`config.mk`:
```
export PLATFORM = sky130hd
export DESIGN_NAME = cpu_ctrl_fsm
export DESIGN_NICKNAME = d
export VERILOG_FILES = /design/src/rtl/cpu_pkg.sv /design/src/rtl/cu_decode.sv /design/src/rtl/cpu_ctrl_fsm.sv
export SDC_FILE = /design/constraint.sdc
export NUM_CORES = 1
export LEC_CHECK = 0
export CAP_MARGIN = 20
export CELL_PAD_IN_SITES_DETAIL_PLACEMENT = 0
export CELL_PAD_IN_SITES_GLOBAL_PLACEMENT = 2
export CORE_AREA = 2 2 87 73
export DETAILED_ROUTE_END_ITERATION = 8
export DIE_AREA = 0 0 89 75
export PLACE_DENSITY = 0.85
export SLEW_MARGIN = 5
export SYNTH_ARGS = -nofsm -noshare
export SYNTH_HDL_FRONTEND = slang
export SYNTH_SLANG_ARGS = --single-unit
```
`constraint.sdc`:
```
create_clock -name clk -period 2.5 [get_ports clk]
set_input_delay 0.5 -clock clk [delete_from_list [all_inputs] [get_ports clk]]
set_output_delay 0.5 -clock clk [all_outputs]
set_load 0.02 [all_outputs]
```
`src/rtl/cpu_pkg.sv`:
```
// Shared types and encodings for the multi-cycle CPU control unit.
package cpu_pkg;

    typedef enum logic [2:0] {
        FETCH,
        DECODE,
        EXEC,
        MEM,
        WB,
        HALT
    } state_t;

    typedef enum logic [3:0] {
        CLS_LD,
        CLS_ST,
        CLS_LDI,
        CLS_MOV,
        CLS_ALU,
        CLS_ADDI,
        CLS_JZ,
        CLS_JC,
        CLS_HLT
    } iclass_t;

    localparam logic [3:0] OP_LD   = 4'h0;
    localparam logic [3:0] OP_ST   = 4'h1;
    localparam logic [3:0] OP_LDI  = 4'h2;
    localparam logic [3:0] OP_MOV  = 4'h3;
    localparam logic [3:0] OP_ADD  = 4'h4;
    localparam logic [3:0] OP_ADDI = 4'hC;
    localparam logic [3:0] OP_JZ   = 4'hD;
    localparam logic [3:0] OP_JC   = 4'hE;
    localparam logic [3:0] OP_HLT  = 4'hF;

    localparam logic [1:0] WB_ALU  = 2'b00;
    localparam logic [1:0] WB_DMEM = 2'b01;
    localparam logic [1:0] WB_IMM  = 2'b10;
    localparam logic [1:0] WB_REG  = 2'b11;

    localparam logic [2:0] ALU_ADD = 3'd0;
    localparam logic [2:0] ALU_SUB = 3'd1;
    localparam logic [2:0] ALU_AND = 3'd2;
    localparam logic [2:0] ALU_OR  = 3'd3;
    localparam logic [2:0] ALU_XOR = 3'd4;
    localparam logic [2:0] ALU_NOT = 3'd5;
    localparam logic [2:0] ALU_SHL = 3'd6;
    localparam logic [2:0] ALU_SHR = 3'd7;

endpackage

```
`src/rtl/cu_decode.sv`:
```
// Combinational instruction decoder: splits the IR into class, ALU function,
// write-back source, register fields, immediate and branch offset.
module cu_decode
    import cpu_pkg::*;
#(
    parameter int DATA_W = 8,
    parameter int RF_AW  = 2
)
(
    input  logic [DATA_W-1:0] ir,
    output iclass_t           iclass,
    output logic [2:0]        alu_op,
    output logic [1:0]        wb_sel,
    output logic              writes_rf,
    output logic              writes_flags,
    output logic [DATA_W-1:0] imm_ext,
    output logic [RF_AW-1:0]  rd,
    output logic [RF_AW-1:0]  rs,
    output logic [3:0]        br_off
);

    logic [3:0] opcode;

    assign opcode  = ir[DATA_W-1 -: 4];
    assign rd      = ir[2*RF_AW-1 -: RF_AW];
    assign rs      = ir[RF_AW-1:0];
    assign br_off  = ir[3:0];
    assign imm_ext = {{(DATA_W-2){ir[1]}}, ir[1:0]};

    // Opcodes 4..B fall through to the ALU class; their function is opcode-4 mod 8.
    always_comb begin
        iclass       = CLS_ALU;
        alu_op       = opcode[2:0] - 3'd4;
        wb_sel       = WB_ALU;
        writes_rf    = 1'b1;
        writes_flags = 1'b1;
        case (opcode)
            OP_LD: begin
                iclass       = CLS_LD;
                wb_sel       = WB_DMEM;
                writes_flags = 1'b0;
            end
            OP_ST: begin
                iclass       = CLS_ST;
                writes_rf    = 1'b0;
                writes_flags = 1'b0;
            end
            OP_LDI: begin
                iclass       = CLS_LDI;
                wb_sel       = WB_IMM;
                writes_flags = 1'b0;
            end
            OP_MOV: begin
                iclass       = CLS_MOV;
                wb_sel       = WB_REG;
                writes_flags = 1'b0;
            end
            OP_ADDI: begin
                iclass = CLS_ADDI;
                alu_op = ALU_ADD;
            end
            OP_JZ: begin
                iclass       = CLS_JZ;
                writes_rf    = 1'b0;
                writes_flags = 1'b0;
            end
            OP_JC: begin
                iclass       = CLS_JC;
                writes_rf    = 1'b0;
                writes_flags = 1'b0;
            end
            OP_HLT: begin
                iclass       = CLS_HLT;
                writes_rf    = 1'b0;
                writes_flags = 1'b0;
            end
            default: ;
        endcase
    end

endmodule

```
`src/rtl/cpu_ctrl_fsm.sv`:
```
// Multi-cycle FETCH/DECODE/EXEC/MEM/WB control unit with IR and Z/C/S flags.
// Define CU_WAIT_EN to hold MEM strobes until dmem_rdy; otherwise MEM is one cycle.
module cpu_ctrl_fsm
    import cpu_pkg::*;
#(
    parameter int DATA_W = 8,
    parameter int RF_AW  = 2,
    parameter int PC_W   = 8
)
(
    input  logic              clk,
    input  logic              rst_n,
    input  logic [DATA_W-1:0] imem_data,
    input  logic [PC_W-1:0]   pc,
    input  logic              alu_z,
    input  logic              alu_c,
    input  logic              alu_s,
    input  logic              dmem_rdy,
    output logic              imem_re,
    output logic              pc_inc,
    output logic              pc_load,
    output logic [PC_W-1:0]   pc_target,
    output logic [RF_AW-1:0]  rf_ra,
    output logic [RF_AW-1:0]  rf_rb,
    output logic [RF_AW-1:0]  rf_wa,
    output logic              rf_we,
    output logic [1:0]        wb_sel,
    output logic [2:0]        alu_op,
    output logic              alu_b_imm,
    output logic [DATA_W-1:0] imm_ext,
    output logic              dm_re,
    output logic              dm_we,
    output logic [2:0]        flags,
    output logic              halted
);

    state_t            state;
    state_t            state_nxt;
    logic [DATA_W-1:0] ir;
    logic [2:0]        flags_q;

    iclass_t           iclass;
    logic [2:0]        dec_alu_op;
    logic [1:0]        dec_wb_sel;
    logic              writes_rf;
    logic              writes_flags;
    logic [RF_AW-1:0]  rd;
    logic [RF_AW-1:0]  rs;
    logic [3:0]        br_off;

    logic              is_alu_cls;
    logic              branch_taken;
    logic              fetch_re;
    logic [PC_W-1:0]   br_target;

    cu_decode #(
        .DATA_W (DATA_W),
        .RF_AW  (RF_AW)
    ) u_decode (
        .ir           (ir),
        .iclass       (iclass),
        .alu_op       (dec_alu_op),
        .wb_sel       (dec_wb_sel),
        .writes_rf    (writes_rf),
        .writes_flags (writes_flags),
        .imm_ext      (imm_ext),
        .rd           (rd),
        .rs           (rs),
        .br_off       (br_off)
    );

    assign is_alu_cls   = (iclass == CLS_ALU) || (iclass == CLS_ADDI);
    assign branch_taken = ((iclass == CLS_JZ) && flags_q[2]) ||
                          ((iclass == CLS_JC) && flags_q[1]);
    assign br_target    = pc + {{(PC_W-4){br_off[3]}}, br_off};

    assign rf_ra = rd;
    assign rf_rb = rs;
    assign rf_wa = rd;
    assign flags = flags_q;

    // FETCH is the reset state, so the fetch strobe is masked while reset is held.
    assign imem_re = fetch_re & rst_n;

    always_ff @(posedge clk or negedge rst_n) begin
        if (!rst_n) begin
            state <= FETCH;
        end else begin
            state <= state_nxt;
        end
    end

    always_ff @(posedge clk or negedge rst_n) begin
        if (!rst_n) begin
            ir      <= '0;
            flags_q <= '0;
        end else begin
            if (state == DECODE) begin
                ir <= imem_data;
            end
            if ((state == EXEC) && writes_flags) begin
                flags_q <= {alu_z, alu_c, alu_s};
            end
        end
    end

    always_comb begin
        state_nxt = state;
        fetch_re  = 1'b0;
        pc_inc    = 1'b0;
        pc_load   = 1'b0;
        pc_target = '0;
        rf_we     = 1'b0;
        wb_sel    = WB_ALU;
        alu_op    = ALU_ADD;
        alu_b_imm = 1'b0;
        dm_re     = 1'b0;
        dm_we     = 1'b0;
        halted    = 1'b0;
        case (state)
            FETCH: begin
                fetch_re  = 1'b1;
                state_nxt = DECODE;
            end
            DECODE: begin
                state_nxt = EXEC;
            end
            EXEC: begin
                if (is_alu_cls) begin
                    alu_op    = dec_alu_op;
                    alu_b_imm = (iclass == CLS_ADDI);
                end
                case (iclass)
                    CLS_LD, CLS_ST: state_nxt = MEM;
                    CLS_JZ, CLS_JC: begin
                        if (branch_taken) begin
                            pc_load   = 1'b1;
                            pc_target = br_target;
                        end else begin
                            pc_inc = 1'b1;
                        end
                        state_nxt = FETCH;
                    end
                    CLS_HLT: state_nxt = HALT;
                    default: state_nxt = WB;
                endcase
            end
            MEM: begin
                dm_re = (iclass == CLS_LD);
                dm_we = (iclass == CLS_ST);
`ifdef CU_WAIT_EN
                if (dmem_rdy) begin
                    state_nxt = WB;
                end
`else
                state_nxt = WB;
`endif
            end
            WB: begin
                // ALU controls stay valid so the datapath result is stable at write-back.
                if (is_alu_cls) begin
                    alu_op    = dec_alu_op;
                    alu_b_imm = (iclass == CLS_ADDI);
                end
                rf_we     = writes_rf;
                wb_sel    = dec_wb_sel;
                pc_inc    = 1'b1;
                state_nxt = FETCH;
            end
            HALT: begin
                halted = 1'b1;
            end
            default: state_nxt = FETCH;
        endcase
    end

`ifndef CU_WAIT_EN
    logic unused_dmem_rdy;
    assign unused_dmem_rdy = dmem_rdy;
`endif

endmodule

```
**Word level (Yosys, flattened, before mapping)**

Cells that the tools add are included.

- Bits in registers: 14
- Latch bits: 0
- Memory bits (writable): 0
- Memory bits (read-only): 0
- Input port bits: 22
- Output and inout port bits: 38
- Word-level logic and storage cells: 63
- Memories: 0

- Add/sub/neg operators: 2
- Multiply operators: 0
- Div/mod/pow operators: 0
- $lt $le $gt $ge: 0
- Equal/unequal tests: 18
- Shift operators: 0
- Muxes and demuxes: 26
- Bitwise operators: 1
- Reduce and logical (&&, ||, !) cells: 13

Operators by type and width:

| operator | count |
|---|---|
| 4-bit one-hot mux with 8 select lines | 1 |
| 8-bit 2-to-1 mux | 3 |
| 4-bit equality test, second input constant | 5 |
| 4-bit by 3-bit equality test with 1-bit output, second input constant | 4 |
| 3-bit one-hot mux with 5 select lines | 1 |
| 1-bit 2-to-1 mux | 14 |
| 3-bit 2-to-1 mux | 3 |
| 3-bit one-hot mux with 3 select lines | 1 |
| 8-bit adder | 1 |
| 4-bit by 1-bit equality test with 1-bit output, second input constant | 2 |
| 4-bit by 2-bit equality test with 1-bit output, second input constant | 2 |
| 4-bit logical NOT | 2 |
| 7-bit OR reduction | 1 |
| 3-bit by 2-bit equality test with 1-bit output, second input constant | 2 |
| 3-bit equality test, second input constant | 2 |
| 2-bit one-hot mux with 3 select lines | 1 |
| 2-bit OR reduction | 3 |
| 4-bit OR reduction | 1 |
| 3-bit by 1-bit equality test with 1-bit output, second input constant | 1 |
| 1-bit logical AND | 3 |
| 3-bit logical NOT | 1 |
| 3-bit subtractor, second input constant | 1 |
| 1-bit logical OR | 2 |
| 2-bit 2-to-1 mux | 1 |
| other kinds (2) | 2 |

**Depth between registers and ports, before layout**

Gate-level depths: netlist (run 1).

- Depth in word-level cells: 8
- Depth in mapped cells: 6
- Gate-level depth less buffers: 6

**By module**

A second synthesis (run 1) with hierarchy kept.

- Cells, all modules: 147
- Area total of the unflattened synthesis: 1,305.0 um2

By module, submodules not included:

| module | instances | cells an instance | area an instance (um2) | seq. area each (um2) |
|---|---|---|---|---|
| cpu_ctrl_fsm | 1 | 114 | 1,087.3 | 350.3 |
| cu_decode | 1 | 33 | 217.7 | 0.0 |

**Worst setup path before layout (run 1)**

No wires, ideal clock.

- Path kind: in2out
- From: input port pc[0]
- To: output port pc_target[6]
- Arrival time: 2,160 ps
- Data required time: 2,000 ps
- Slack: -160 ps
- Stages: 6
- Path buffers: 0
- Cell sequence: ha_1 > fa_1 > a211oi_1 > o21ai_0 > and3_1 > nor3_1

- Word-level cells in the longest chain between the ends: 4

Ends and longest elaborated chain:

| element | line | source |
|---|---|---|
| start: declaration | cpu_ctrl_fsm.sv:14 | `input logic [PC_W-1:0] pc,` |
| 8-bit adder | cpu_ctrl_fsm.sv:75 | `assign br_target = pc + {{(PC_W-4){br_off[3]}}, br_off};` |
| 8-bit 2-to-1 mux | cpu_ctrl_fsm.sv:136 | `if (branch_taken) begin` |
| 8-bit 2-to-1 mux | cpu_ctrl_fsm.sv:133 | `case (iclass)` |
| 8-bit 2-to-1 mux | cpu_ctrl_fsm.sv:120 | `case (state)` |
| end: declaration | cpu_ctrl_fsm.sv:22 | `output logic [PC_W-1:0] pc_target,` |

No other way between the ends.

**Worst setup path in the final report (run 1)**

- From: register ir[0]
- To: output port pc_target[6]

- Word-level cells in the longest chain between the ends: 4

Ends and longest elaborated chain:

| element | line | source |
|---|---|---|
| start: declaration | cpu_ctrl_fsm.sv:39 | `logic [DATA_W-1:0] ir;` |
| start signal: assignment | cpu_ctrl_fsm.sv:99 | `ir <= imem_data;` |
| 8-bit adder | cpu_ctrl_fsm.sv:75 |  |
| 8-bit 2-to-1 mux | cpu_ctrl_fsm.sv:136 |  |
| 8-bit 2-to-1 mux | cpu_ctrl_fsm.sv:133 |  |
| 8-bit 2-to-1 mux | cpu_ctrl_fsm.sv:120 |  |

No other way between the ends.

==> results.cfg, run 1 <==
[cts]
clk_latency_ps = 250
clockRootBuffer = clkbuf_8
numClockSinks = 14
ctsHtreeMaxLevel = 1
cts_buffer_depth = 2
numCtsBuffers = 3
clkTransAtPathRegs_ps = 60
cts_tree = yes

[drt]
drtIter0Drc = 53
postRouteAntennaNets = 0
totalWireLength_um = 3670
top_layer_used = met3
drt-met1-wl_um = 1770
wl_met3_um = 242
dr.pass1.iters = 4
wl_met2_um = 1660
drcViolationCount = 0
via_count = 1235
wl_per_cell_um = 12.5
vias_per_cell = 4.22

[logic_synthesis]
synth.cell_area_um2 = 1240
synth_edf_count = 0
synthArstFlopShare_pct = 100
synth_seq_cells = 14
synthFlopType = dfrtp_1
synth_fp_nets = 168
synth_seq_area_share_pct = 28.3
ys_warn_count = 0
synth_cells = 138
avgSynthCellArea_um2 = 8.98
synth_cell_types = 39

[timing]
slew_violations = 0
worst_slack_ps = -16.6
hold-worst-slack_ps = 533
fmax_mhz = 397
hold_viol = 0
setup_violations = 1
tightest_slew_ps = 258
rsz0062_at_grt = true
relSlewSlack_pct = 82.7
fin_worst_skew_ps = 2.67
min_period_ps = 2520
timing.final.crit_share_pct = 101

[place]
placed_area_um2 = 1990
dp.cells = 284
routabilityCongestion = 0.786
io_buffers = 58
dp_hpwl_um = 2810
pre_cts_ws_ps = -993

[job]
max_cap_viol_count = 0

[worst_setup_path]
crit-reg2reg-launch = ir[5]$_DFFE_PN0N_
arrival_ps = 2020
critPathKind = reg2out
critPathMaxFanout = 2
start_kind = flip-flop
critPathLaunch = ir[0]$_DFFE_PN0N_
crit_required_ps = 2000
cp-end-kind = output pin

[power]
p_seq_share_pct = 16.8
p_comb_share_pct = 75.1
powerDensity_nw_per_um2 = 1250
p_int_w = 0.00159
p_switching_w = 0.00119
p_sw_share_pct = 42.9
ir_worst_vdd_mv = 0.408
p_leak_nw = 1.05
pwr-share-clk_pct = 8.1

[global_route]
grt_pass1_vias = 1185
grt_max_degree = 15
grtUsageTotal_pct = 11.2
overflow = 0
grt_pass1_wl_um = 5730
antenna_found_initial = 0

[cells_and_area]
final_util_pct = 38.5
drive_gt1_share_pct = 38.2
diodes = 0
fin_nets = 243
layout_commonest_cell = clkdlybuf4s50_1
instances_no_fill = 293
fillers = 604
finish.instance_area_um2 = 2220
area_growth_pct = 79.0
final_cell_mix = clkdlybuf4s50_1 (35), buf_4 (33), nor2_1 (13), dfrtp_1 (13)

[floorplanning]
start_util_pct = 21.5
core_um2 = 5760
die-height_um = 75
num_io_pins = 60
dieWidth_um = 89
rows = 25
dieArea_um2 = 6680

[hold_path]
worstHoldStart = flags[0]$_DFFE_PN0P_
hold_path_class = reg2reg

[outcome]
status = finished with violations
violations = negative setup slack
==> final timing paths <==
kind                                   endpoint  slack (ps)  cells after the start
max                                pc_target[6]         -20                      7
min                        flags[0]$_DFFE_PN0P_         530                      1
max reg2reg                flags[1]$_DFFE_PN0P_         930                      5
min reg2reg                flags[0]$_DFFE_PN0P_         530                      1
max in group asynchronous     ir[3]$_DFFE_PN0N_        1720                      2
min in group asynchronous  state[0]$_DFFE_PN0N_         590                      2
==> metal layers <==
metal  GRT usage [%]  vias to the layer above
met3            3.51                        0
met2            17.2                       40
li1                -                      622
met5               0                        -
met1            16.3                      573
met4           0.498                        0
==> registers in the layout, summed over array words and instances, names as in the netlist <==
name and cells:
flags 3, ir 8, state 3
==> through the flow <==
| stage | setup TNS (ps) | total power (W) |
|---|---|---|
| after floorplan | 0 | 0.00167 |
| after global placement | -4460 | 0.00231 |
| after detailed placement | -4410 | 0.00233 |
| after CTS | -257 | 0.00266 |
| after global routing | -152 | 0.00301 |
| final | -16.6 | 0.00278 |
==> power groups by stage <==
stage | registers, W | clock network [W] | logic [W]
3_5_place_dp | 0.000458 | 0 | 0.00187
4_1_cts | 0.000464 | 0.000235 | 0.00196
5_1_grt | 0.000490 | 0.000247 | 0.00227
6_report | 0.000468 | 0.000225 | 0.00209
2_1_floorplan | 0.000483 | 0 | 0.00119
3_3_place_gp | 0.000449 | 0 | 0.00186
==> Yosys cell counts (3+ instances only) <==
cell	number	area [um2]
nand3_1	3	15.0
a211oi_1	3	22.5
xnor2_1	4	35.0
and2_1	5	31.3
ha_1	7	87.6
mux2_4	3	45.0
o21ai_0	4	20.0
clkbuf_1	3	11.3
a21o_1	3	22.5
nand2_1	9	33.8
a21oi_1	9	45.0
dfrtp_1	14	350
mux2_2	8	90.1
nor2_1	14	52.6
nor3_1	3	15.0
buf_4	14	105
==> cells by family after synthesis <==
kind of cell / after synthesis / share of synthesized area (%)
xor+xnor: 6 / 4.24
compound gates: 25 / 12.5
simple gates: 53 / 24.0
fa+ha+maj: 8 / 8.69
buf+inv: 21 / 11.3
flops: 14 / 28.3
mux: 11 / 10.9
==> worst max-delay path: stages (launching register included) <==
cell      delay [ps]
dfrtp_1          380
ha_2             190
fa_2             350
a211oi_2         240
o21ai_1          130
and3_4           170
nor3_4           170
buf_6            140
==> timing repair <==
item                                   4_1_cts  5_1_grt
hold buffers                                 0        0
resized for setup                           48       26
pin swaps                                    9       10
buffers inserted                             0        5
setup endpoints to repair                   10       14
endpoints found under the hold margin        0        0
==> layout make-up <==
cell class	count	area (um2)	area share, %
clock buffers	4	55.1	2.48
repair buffers	89	811	36.6
inverters	2	7.51	0.339
well taps	81	101	4.57
multi-input cells	103	891	40.2
flip-flops and latches	14	352	15.9
No activity file was read; power rests on OpenSTA's default activity.
==> run 2, diff against run 1 <==
GPL_ROUTABILITY_DRIVEN = 0   (was unset)
==> results of run 2 <==
Final layout, timing and power as in run 1 (identical DEF).
